### src/rtl/aes_sched_pkg.sv
// Shared types for the two-requester AES job scheduler.
package aes_sched_pkg;

  localparam int unsigned CNT_W     = 10;
  localparam int unsigned KEY_MAX_W = 256;
  localparam int unsigned BLK_W     = 128;

  typedef enum logic [1:0] {
    IDLE,
    LOAD,
    WAIT,
    RESP
  } sched_state_t;

  // Key field is sized for the widest key; the scheduler uses the low K bits.
  typedef struct packed {
    logic [KEY_MAX_W-1:0] key;
    logic [BLK_W-1:0]     msg;
    logic                 dir;
  } aes_job_t;

endpackage

### src/rtl/aes_sched_if.sv
// Job request / response channels between job sources and the scheduler.
interface aes_sched_if #(
  parameter int unsigned K = 128
);

  logic [1:0]          req_valid;
  logic [1:0]          req_ready;
  logic [1:0][K-1:0]   req_key;
  logic [1:0][127:0]   req_msg;
  logic [1:0]          req_dir;

  logic                rsp_valid;
  logic                rsp_ready;
  logic                rsp_id;
  logic [127:0]        rsp_data;
  logic                rsp_err;

  modport master (
    output req_valid, req_key, req_msg, req_dir, rsp_ready,
    input  req_ready, rsp_valid, rsp_id, rsp_data, rsp_err
  );

  modport slave (
    input  req_valid, req_key, req_msg, req_dir, rsp_ready,
    output req_ready, rsp_valid, rsp_id, rsp_data, rsp_err
  );

endinterface

### src/rtl/aes_sched_rr_arb2.sv
// Two-input round-robin arbiter; prio names the requester favoured on contention.
module rr_arb2 (
  input  logic [1:0] req,
  input  logic       prio,
  input  logic       en,
  output logic [1:0] gnt
);

  always_comb begin
    gnt = 2'b00;
    if (en) begin
      case (req)
        2'b01:   gnt = 2'b01;
        2'b10:   gnt = 2'b10;
        2'b11:   gnt = prio ? 2'b10 : 2'b01;
        default: gnt = 2'b00;
      endcase
    end
  end

endmodule

### src/rtl/aes_sched.sv
// Shares one aes_core between two requesters: round-robin accept, load/done sequencing,
// tagged response with timeout error.
module aes_sched
  import aes_sched_pkg::*;
#(
  parameter int unsigned K        = 128,
  parameter int unsigned LOAD_CYC = 2,
  parameter int unsigned TIMEOUT  = 64
) (
  input  logic          clk,
  input  logic          reset_n,
  aes_sched_if.slave    bus,
  output logic          core_load,
  output logic [K-1:0]  core_key,
  output logic [127:0]  core_msg,
  output logic          core_dir,
  input  logic          core_done,
  input  logic [127:0]  core_out,
  output logic          busy
);

  if (!(K == 128 || K == 192 || K == 256)) begin : gen_bad_k
    $error("aes_sched: K must be 128, 192 or 256");
  end
  if (LOAD_CYC < 1 || LOAD_CYC > 15) begin : gen_bad_load
    $error("aes_sched: LOAD_CYC must be in 1..15");
  end
  if (TIMEOUT < 2 || TIMEOUT > 1023) begin : gen_bad_timeout
    $error("aes_sched: TIMEOUT must be in 2..1023");
  end

  localparam logic [CNT_W-1:0] LoadInit = CNT_W'(LOAD_CYC - 1);
  localparam logic [CNT_W-1:0] TimeoutLast = CNT_W'(TIMEOUT - 1);

  sched_state_t     state_q, state_d;
  logic [CNT_W-1:0] cnt_q, cnt_d;
  logic             prio_q, prio_d;
  logic             id_q, id_d;
  aes_job_t         job_q, job_d;
  logic [127:0]     data_q, data_d;
  logic             err_q, err_d;

  logic [1:0]       gnt;
  logic             gnt_id;
  logic             arb_en;
  logic             unused_key;

  assign arb_en = (state_q == IDLE);

  rr_arb2 u_arb (
    .req  (bus.req_valid),
    .prio (prio_q),
    .en   (arb_en),
    .gnt  (gnt)
  );

  assign gnt_id = gnt[1];

  always_comb begin
    state_d = state_q;
    cnt_d   = cnt_q;
    prio_d  = prio_q;
    id_d    = id_q;
    job_d   = job_q;
    data_d  = data_q;
    err_d   = err_q;

    unique case (state_q)
      IDLE: begin
        // A grant is only ever issued to a valid requester, so a grant is a transfer.
        if (|gnt) begin
          job_d.key          = '0;
          job_d.key[K-1:0]   = bus.req_key[gnt_id];
          job_d.msg          = bus.req_msg[gnt_id];
          job_d.dir          = bus.req_dir[gnt_id];
          id_d               = gnt_id;
          prio_d             = ~gnt_id;
          cnt_d              = LoadInit;
          state_d            = LOAD;
        end
      end
      LOAD: begin
        if (cnt_q == '0) begin
          cnt_d   = '0;
          state_d = WAIT;
        end else begin
          cnt_d = cnt_q - 1'b1;
        end
      end
      WAIT: begin
        // done is checked first so it wins a same-cycle collision with the timeout.
        if (core_done) begin
          data_d  = core_out;
          err_d   = 1'b0;
          state_d = RESP;
        end else if (cnt_q == TimeoutLast) begin
          data_d  = '0;
          err_d   = 1'b1;
          state_d = RESP;
        end else begin
          cnt_d = cnt_q + 1'b1;
        end
      end
      RESP: begin
        if (bus.rsp_ready) begin
          state_d = IDLE;
        end
      end
      default: state_d = IDLE;
    endcase
  end

  always_ff @(posedge clk or negedge reset_n) begin
    if (!reset_n) begin
      state_q <= IDLE;
      cnt_q   <= '0;
      prio_q  <= 1'b0;
      id_q    <= 1'b0;
      job_q   <= '0;
      data_q  <= '0;
      err_q   <= 1'b0;
    end else begin
      state_q <= state_d;
      cnt_q   <= cnt_d;
      prio_q  <= prio_d;
      id_q    <= id_d;
      job_q   <= job_d;
      data_q  <= data_d;
      err_q   <= err_d;
    end
  end

  assign bus.req_ready = gnt;
  assign bus.rsp_valid = (state_q == RESP);
  assign bus.rsp_id    = id_q;
  assign bus.rsp_data  = data_q;
  assign bus.rsp_err   = err_q;

  // Decoded from the async-reset state register, so it drops as soon as reset asserts.
  assign core_load = (state_q == LOAD);
  assign core_key  = job_q.key[K-1:0];
  assign core_msg  = job_q.msg;
  assign core_dir  = job_q.dir;
  assign busy      = (state_q != IDLE);

  assign unused_key = ^job_q.key;

endmodule
### src/flat_wrapper.sv
// flat-port wrapper written by rule: the top's interface ports become plain ports
module aes_sched_flat import aes_sched_pkg::*;
#(
  parameter int unsigned K        = 128,
  parameter int unsigned LOAD_CYC = 2,
  parameter int unsigned TIMEOUT  = 64
)
  (clk, reset_n, core_load, core_key, core_msg, core_dir, core_done, core_out, busy, bus_req_valid, bus_req_key, bus_req_msg, bus_req_dir, bus_rsp_ready, bus_req_ready, bus_rsp_valid, bus_rsp_id, bus_rsp_data, bus_rsp_err);
  aes_sched_if #(.K(K)) bus_i ();
  input  logic clk;
  input  logic reset_n;
  output logic core_load;
  output logic [K-1:0] core_key;
  output logic [127:0] core_msg;
  output logic core_dir;
  input  logic core_done;
  input  logic [127:0] core_out;
  output logic busy;
  input wire logic [$bits(bus_i.req_valid)-1:0] bus_req_valid;
  input wire logic [$bits(bus_i.req_key)-1:0] bus_req_key;
  input wire logic [$bits(bus_i.req_msg)-1:0] bus_req_msg;
  input wire logic [$bits(bus_i.req_dir)-1:0] bus_req_dir;
  input wire logic [$bits(bus_i.rsp_ready)-1:0] bus_rsp_ready;
  output wire logic [$bits(bus_i.req_ready)-1:0] bus_req_ready;
  output wire logic [$bits(bus_i.rsp_valid)-1:0] bus_rsp_valid;
  output wire logic [$bits(bus_i.rsp_id)-1:0] bus_rsp_id;
  output wire logic [$bits(bus_i.rsp_data)-1:0] bus_rsp_data;
  output wire logic [$bits(bus_i.rsp_err)-1:0] bus_rsp_err;
  assign bus_i.req_valid = bus_req_valid;
  assign bus_i.req_key = bus_req_key;
  assign bus_i.req_msg = bus_req_msg;
  assign bus_i.req_dir = bus_req_dir;
  assign bus_i.rsp_ready = bus_rsp_ready;
  assign bus_req_ready = bus_i.req_ready;
  assign bus_rsp_valid = bus_i.rsp_valid;
  assign bus_rsp_id = bus_i.rsp_id;
  assign bus_rsp_data = bus_i.rsp_data;
  assign bus_rsp_err = bus_i.rsp_err;
  aes_sched #(.K(K), .LOAD_CYC(LOAD_CYC), .TIMEOUT(TIMEOUT)) u_core (.clk(clk), .reset_n(reset_n), .bus(bus_i), .core_load(core_load), .core_key(core_key), .core_msg(core_msg), .core_dir(core_dir), .core_done(core_done), .core_out(core_out), .busy(busy));
endmodule
### config.mk
export PLATFORM = sky130hd
export DESIGN_NAME = aes_sched_flat
export DESIGN_NICKNAME = d
export VERILOG_FILES = /design/src/rtl/aes_sched_pkg.sv /design/src/rtl/aes_sched_if.sv /design/src/rtl/aes_sched_rr_arb2.sv /design/src/rtl/aes_sched.sv /design/src/flat_wrapper.sv
export SDC_FILE = /design/constraint.sdc
export NUM_CORES = 1
export LEC_CHECK = 0
export CORE_AREA = 3 3 401 403
export DETAILED_ROUTE_END_ITERATION = 10
export DIE_AREA = 0 0 404 406
export GPL_TIMING_DRIVEN = 0
export MAX_ROUTING_LAYER = met4
export PLACE_DENSITY = 0.35
export SYNTH_ARGS = -nofsm -noshare
export SYNTH_HDL_FRONTEND = slang
export SYNTH_HIERARCHICAL = 1
export SYNTH_SLANG_ARGS = --single-unit
### constraint.sdc
create_clock -name clk -period 3 [get_ports clk]
set_input_delay 0.75 -clock clk [delete_from_list [all_inputs] [get_ports clk]]
set_output_delay 0.75 -clock clk [all_outputs]
set_load 0.02 [all_outputs]
==> run_results.csv, run 1 <==
group,metric,value,unit
outcome,run_status,"finished, final reports clean",
power_and_ir_drop,p_leak,13.0,nW
worst_setup_path,path_class,"register to register",
floorplan,fp.coreArea,158000,µm²
power_and_ir_drop,combPwrFrac,50.6,%
logic_synthesis,postSynth.asyncResetShare,100,%
clocking,holdBufCountCts,0,
logic_synthesis,synthesis.nets,2202,
clocking,cts_inserted_buffers,55,
route,drt_wl_total,124000,µm
timing,finalWorstSetupSlack,0.122,ns
timing,max_freq,347,MHz
logic_synthesis,ys_seq_area_share,58.0,%
timing,slew_viol_final,0,
worst_setup_path,crit_fanout,10,
power_and_ir_drop,swShare,42.1,%
clocking,cts_htree_levels,2,
clocking,cts_resized,125,
floorplan,start_util,10.9,%
route,drt-vias-per-instance,3.50,
place,place.gp.congestion,0.866,
timing,worstMarginPinSlew,1.12,ns
floorplan,die_area,164000,µm²
route,ant_nets,0,
finish,syn2layout_area_growth,89.0,%
worst_setup_path,critPathLaunchType,"register",
grt,grt_pass1_vias,17500,
power_and_ir_drop,seq_power_share,28.5,%
place,place_area,30400,µm²
route,drt_pass1_iterations,4,
grt,grt_pass1_wl,161000,µm
timing,slew_headroom,25.2,%
power_and_ir_drop,peakVddDrop,0.000346,V
finish,multi_input_area,6900,µm²
clocking,cts_setup_buffers,0,
clocking,clock-sinks,400,
logic_synthesis,syn-instance-count,1548,
logic_synthesis,ys_seq_elements,400,
finish,stdcell_area,32600,µm²
logic_synthesis,ys_types,48,
finish,area.sequential,10000,µm²
power_and_ir_drop,p_clk_share,20.8,%
finish,drive_gt1_share,8.47,%
timing,period_share,95.9,%
finish,fillers,17300,
grt,grt_max_degree,93,
clocking,cts_max_path_buffers,3,
grt,antenna_found_initial,27,
route,drcViolationCount,0,
worst_setup_path,required,3.49,ns
grt,gr-usage-all-layers,14.9,%
timing,finalCriticalPeriod,2.88,ns
logic_synthesis,synth_top_flop_cell,"dfrtp_1",
logic_synthesis,avgSynthCellArea,11.2,µm²
power_and_ir_drop,power-per-cell-area,1010,nW/µm²
finish,nets,3302,
finish,utilization,20.7,%
run,max_cap_viol_count,0,
logic_synthesis,synth_area_leader_cell,"dfrtp_1",
worst_setup_path,cp.arrival,3.37,ns
power_and_ir_drop,p_int,0.0190,W
logic_synthesis,synth-edff-count,0,
route,wl_per_cell,26.0,µm
timing,whs,0.145,ns
finish,final_common_cell,"clkdlybuf4s50_1",
timing,final_hold_viol_count,0,
logic_synthesis,synth_top_area_share,58.0,%
logic_synthesis,netlist_area,17300,µm²
logic_synthesis,synth_warnings,6,
finish,mostFrequentLayoutCells,"1036 x clkdlybuf4s50_1, 400 x dfrtp_1, 271 x nand2_1, 271 x o21ai_0, 216 x mux2i_1",
timing,setup_viol,0,
power_and_ir_drop,total_power,0.0328,W
worst_setup_path,cp-end-kind,"register",
clocking,cts_tree,"done",
floorplan,die_h,406,µm
clocking,clock_latency,0.65,ns
place,io_buffers,1039,
logic_synthesis,ys_top_cells_by_area,"dfrtp_1 58%, mux2i_1 15%, o21ai_0 7.9%",
floorplan,die_x,404,µm
min_path,min_path_type,"input pin to async pin",
place,pre_cts_slack,-1.83,ns
power_and_ir_drop,power_switching,0.0138,W
place,dp_hpwl,105000,µm
floorplan,rows,146,
clocking,clock-root-buffer,"clkbuf_16",
route,vias,16700,
clocking,clk_pin_slew,0.06,ns
floorplan,io_pins,1040,
grt,grt_overflow,0,
timing,fin_skew,0.0156,ns
route,drtIter0Drc,858,
==> through the flow <==
stage	instances	TNS (ns)
after floorplan	1548	0
after global placement	4659	-8236.99
after detailed placement	4663	-293.52
after CTS	4763	-0.0367
after global routing	4767	-0.000282
final	4774	0
==> state kept, by name, summed over array words and instances, names as in the netlist <==
name,cells
u_core/bus.rsp_data,128
u_core/cnt_q,10
u_core/core_key,128
u_core/state_q,2
u_core/bus.rsp_id,1
u_core/core_dir,1
u_core/core_msg,128
u_core/bus.rsp_err,1
u_core/prio_q,1
==> power by group through the flow <==
stage | clock [W] | sequential [W] | combinational [W]
after floorplan | 0 | 0.0121 | 0.00422
after global placement | 0 | 0.00947 | 0.0169
after detailed placement | 0 | 0.00949 | 0.0169
after CTS | 0.00717 | 0.00940 | 0.0171
after global routing | 0.00733 | 0.00970 | 0.0177
final | 0.00684 | 0.00937 | 0.0166
==> routing by layer <==
metal,track usage (%),part of all wire [%],vias up
li1,-,-,7738
met4,2.90,1.7,0
met5,-,0,-
met2,26.4,52,691
met3,3.14,6.2,111
met1,17.4,40,8183
==> area by class of cell <==
class                           instances  share of cell area (%)
Timing Repair Buffer                 1043                    32.2
Sequential cell                       400                    30.7
Multi-Input combinational cell       1011                    21.1
Tap cell                             2072                    7.94
Clock buffer                           83                    5.03
Buffer                                126                    2.16
Clock inverter                         17                   0.648
Inverter                               11                   0.127
Antenna cell                           11                  0.0843
==> synthesized netlist by cell type (all sizes together), types with 2 or more instances <==
cell type / number
dfrtp: 400
o21ai: 273
nand2: 271
mux2i: 257
a22o: 128
clkbuf: 98
buf: 28
a21oi: 12
inv: 11
nor2: 10
nand3: 7
ha: 6
nor3: 4
xnor2: 4
a22oi: 3
a32oi: 3
mux2: 3
nand4: 3
nor3b: 3
nor4: 3
a31oi: 2
and2: 2
o22ai: 2
xor2: 2
==> final timing paths <==
check,startpoint,end,slack (ns),cells past startpoint
worst max-delay path,u_core/state_q[0],u_core/core_msg[71],0.12,9
worst min-delay path,reset_n,u_core/bus.rsp_data[79],0.15,1
worst max register to register,u_core/state_q[0],u_core/core_msg[71],0.12,9
worst min register to register,u_core/core_key[11],u_core/core_key[11],0.48,2
max in group asynchronous,reset_n,u_core/core_key[110],1.50,3
min in group clk,u_core/core_key[11],u_core/core_key[11],0.48,2
==> critical path: stages, from the launching register on <==
cell and delay, ns:
dfrtp_1 0.41, inv_1 0.10, ha_2 0.29, nand2_1 0.09
a21oi_2 0.19, buf_6 0.24, buf_6 0.26, clkbuf_8 0.30
mux2i_1 0.65, o21ai_0 0.15
==> kinds of logic (layout without fill, tap and decap cells) <==
group                    count (synthesis)  in the layout  share of synthesized area [%]
XOR/XNOR                                 6              6                          0.304
buffers and inverters                  137           1280                           3.36
other                                    0             11                              0
AND/OR/NAND/NOR                        311            311                           7.35
multiplexers                           260            260                           15.1
AO/OA/AOI/OAI                          428            428                           15.5
flip-flops                             400            400                           58.0
adder cells (fa/ha/maj)                  6              6                          0.435
Note: power is estimated with default switching activity, not from simulation.
==> run 2: changes to the inputs <==
- CAP_MARGIN: default -> 10
- CTS_CLUSTER_DIAMETER: default -> 80
==> run 2 against run 1 <==
Die area did not move. Critical path depth unchanged. Design area rose by 0.47%. Worst hold slack better by 0.0035 ns. First-iteration DRC count is 6.8% lower. Largest power group unchanged. Largest cell class unchanged.
==> run_results.csv, run 2 (synthesized netlist as in run 1, its figures left out) <==
group,metric,value,unit
outcome,run_status,"finished, final reports clean",
finish,fillers,17300,
power_and_ir_drop,p_int,0.0193,W
timing,finalCriticalPeriod,2.82,ns
timing,final_hold_viol_count,0,
route,drtIter0Drc,800,
power_and_ir_drop,p_clk_share,21.3,%
route,drt_wl_total,124000,µm
floorplan,die_area,164000,µm²
timing,max_freq,355,MHz
power_and_ir_drop,combPwrFrac,50.4,%
timing,period_share,93.9,%
power_and_ir_drop,swShare,41.8,%
clocking,cts_setup_buffers,0,
timing,whs,0.149,ns
route,ant_nets,0,
route,drt-vias-per-instance,3.50,
power_and_ir_drop,total_power,0.0331,W
worst_setup_path,cp.arrival,3.30,ns
min_path,min_path_type,"input pin to async pin",
place,pre_cts_slack,-1.83,ns
worst_setup_path,critPathLaunchType,"register",
finish,final_common_cell,"clkdlybuf4s50_1",
route,drt_pass1_iterations,5,
route,vias,16800,
power_and_ir_drop,power_switching,0.0138,W
clocking,cts_max_path_buffers,3,
power_and_ir_drop,power-per-cell-area,1010,nW/µm²
place,dp_hpwl,105000,µm
floorplan,die_h,406,µm
floorplan,rows,146,
route,drcViolationCount,0,
clocking,cts_inserted_buffers,57,
finish,syn2layout_area_growth,89.9,%
clocking,clock-sinks,400,
worst_setup_path,r2r_setup_slack,0.18,ns
grt,grt_max_degree,93,
finish,nets,3304,
place,place.gp.congestion,0.866,
floorplan,fp.coreArea,158000,µm²
run,max_cap_viol_count,0,
worst_setup_path,path_class,"register to register",
timing,fin_setup_tns,0,ns
clocking,clk_pin_slew,0.06,ns
power_and_ir_drop,p_leak,13.1,nW
grt,gr-usage-all-layers,14.9,%
route,wl_per_cell,26.0,µm
floorplan,die_x,404,µm
floorplan,start_util,10.9,%
grt,grt_pass1_vias,17600,
finish,drive_gt1_share,8.78,%
finish,utilization,20.8,%
timing,setup_viol,0,
finish,area.sequential,10000,µm²
timing,worstMarginPinSlew,1.03,ns
worst_setup_path,r2r_start,"u_core/state_q[0]",
clocking,holdBufCountCts,0,
power_and_ir_drop,seq_power_share,28.3,%
power_and_ir_drop,peakVddDrop,0.000389,V
place,io_buffers,1039,
timing,finalWorstSetupSlack,0.183,ns
clocking,clock-root-buffer,"clkbuf_16",
worst_setup_path,r2r_end,"u_core/core_msg[68]",
timing,rsz0062_at_grt,"true",
floorplan,io_pins,1040,
timing,slew_headroom,31.3,%
worst_setup_path,cp-end-kind,"register",
worst_setup_path,required,3.48,ns
finish,multi_input_area,6960,µm²
grt,grt_overflow,0,
grt,grt_pass1_wl,161000,µm
clocking,cts_htree_levels,2,
timing,fin_skew,0.0210,ns
grt,antenna_found_initial,26,
clocking,clock_latency,0.63,ns
clocking,cts_tree,"done",
timing,slew_viol_final,0,
finish,mostFrequentLayoutCells,"1036 x clkdlybuf4s50_1, 400 x dfrtp_1, 271 x nand2_1, 271 x o21ai_0, 214 x mux2i_1",
worst_setup_path,crit_fanout,10,
worst_setup_path,r2r_cells,9,
clocking,cts_resized,128,
## run 2: area by class of cell
| cell class | instances | area share [%] |
|---|---|---|
| clock inverters | 18 | 0.534 |
| well taps | 2072 | 7.91 |
| inverters | 11 | 0.126 |
| plain buffers | 126 | 2.12 |
| flip-flops and latches | 400 | 30.5 |
| clock buffers | 89 | 5.46 |
| diodes | 11 | 0.0839 |
| multi-input cells | 1011 | 21.2 |
| repair buffers | 1043 | 32.0 |
## run 2: worst max path at each step
stage	from	end	slack, ns	cells after the start
global placement	reset_n	u_core/core_key[15]	-19.94	1
global route	u_core/state_q[0]	u_core/core_msg[46]	-0.01	11
CTS	u_core/state_q[0]	u_core/core_msg[75]	-0.03	9
floorplan	bus_req_valid[1]	u_core/core_msg[86]	0.47	7
finish	u_core/state_q[0]	u_core/core_msg[68]	0.18	9
detailed placement	bus_req_valid[1]	u_core/core_msg[75]	-1.83	8
## run 2: layer usage
layer | vias up | part of all wire [%] | track usage, %
met4 | 0 | 1.7 | 2.69
met5 | - | 0 | -
met3 | 102 | 6.5 | 3.31
met1 | 8215 | 40 | 17.3
met2 | 688 | 52 | 26.4
li1 | 7751 | - | -
## run 2: power groups by stage
stage | Combinational [W] | Sequential (W) | Clock (W)
2_1_floorplan | 0.00422 | 0.0121 | 0
3_3_place_gp | 0.0169 | 0.00947 | 0
3_5_place_dp | 0.0169 | 0.00949 | 0
4_1_cts | 0.0171 | 0.00941 | 0.00739
5_1_grt | 0.0177 | 0.00970 | 0.00757
6_report | 0.0167 | 0.00937 | 0.00705
## run 2: worst max-delay path, cell delays in order, from the launching register on
cell,delay (ns)
dfrtp_1,0.41
inv_1,0.10
ha_2,0.29
nand2_1,0.09
a21oi_2,0.20
buf_6,0.23
buf_6,0.25
clkbuf_8,0.30
mux2i_1,0.60
o21ai_0,0.16
## run 2: stage by stage
stage | cell area, µm² | instances
CTS | 32700 | 4770
finish | 32800 | 4781
global placement | 30300 | 4659
floorplan | 17300 | 1548
global route | 32800 | 4773
detailed placement | 30400 | 4663
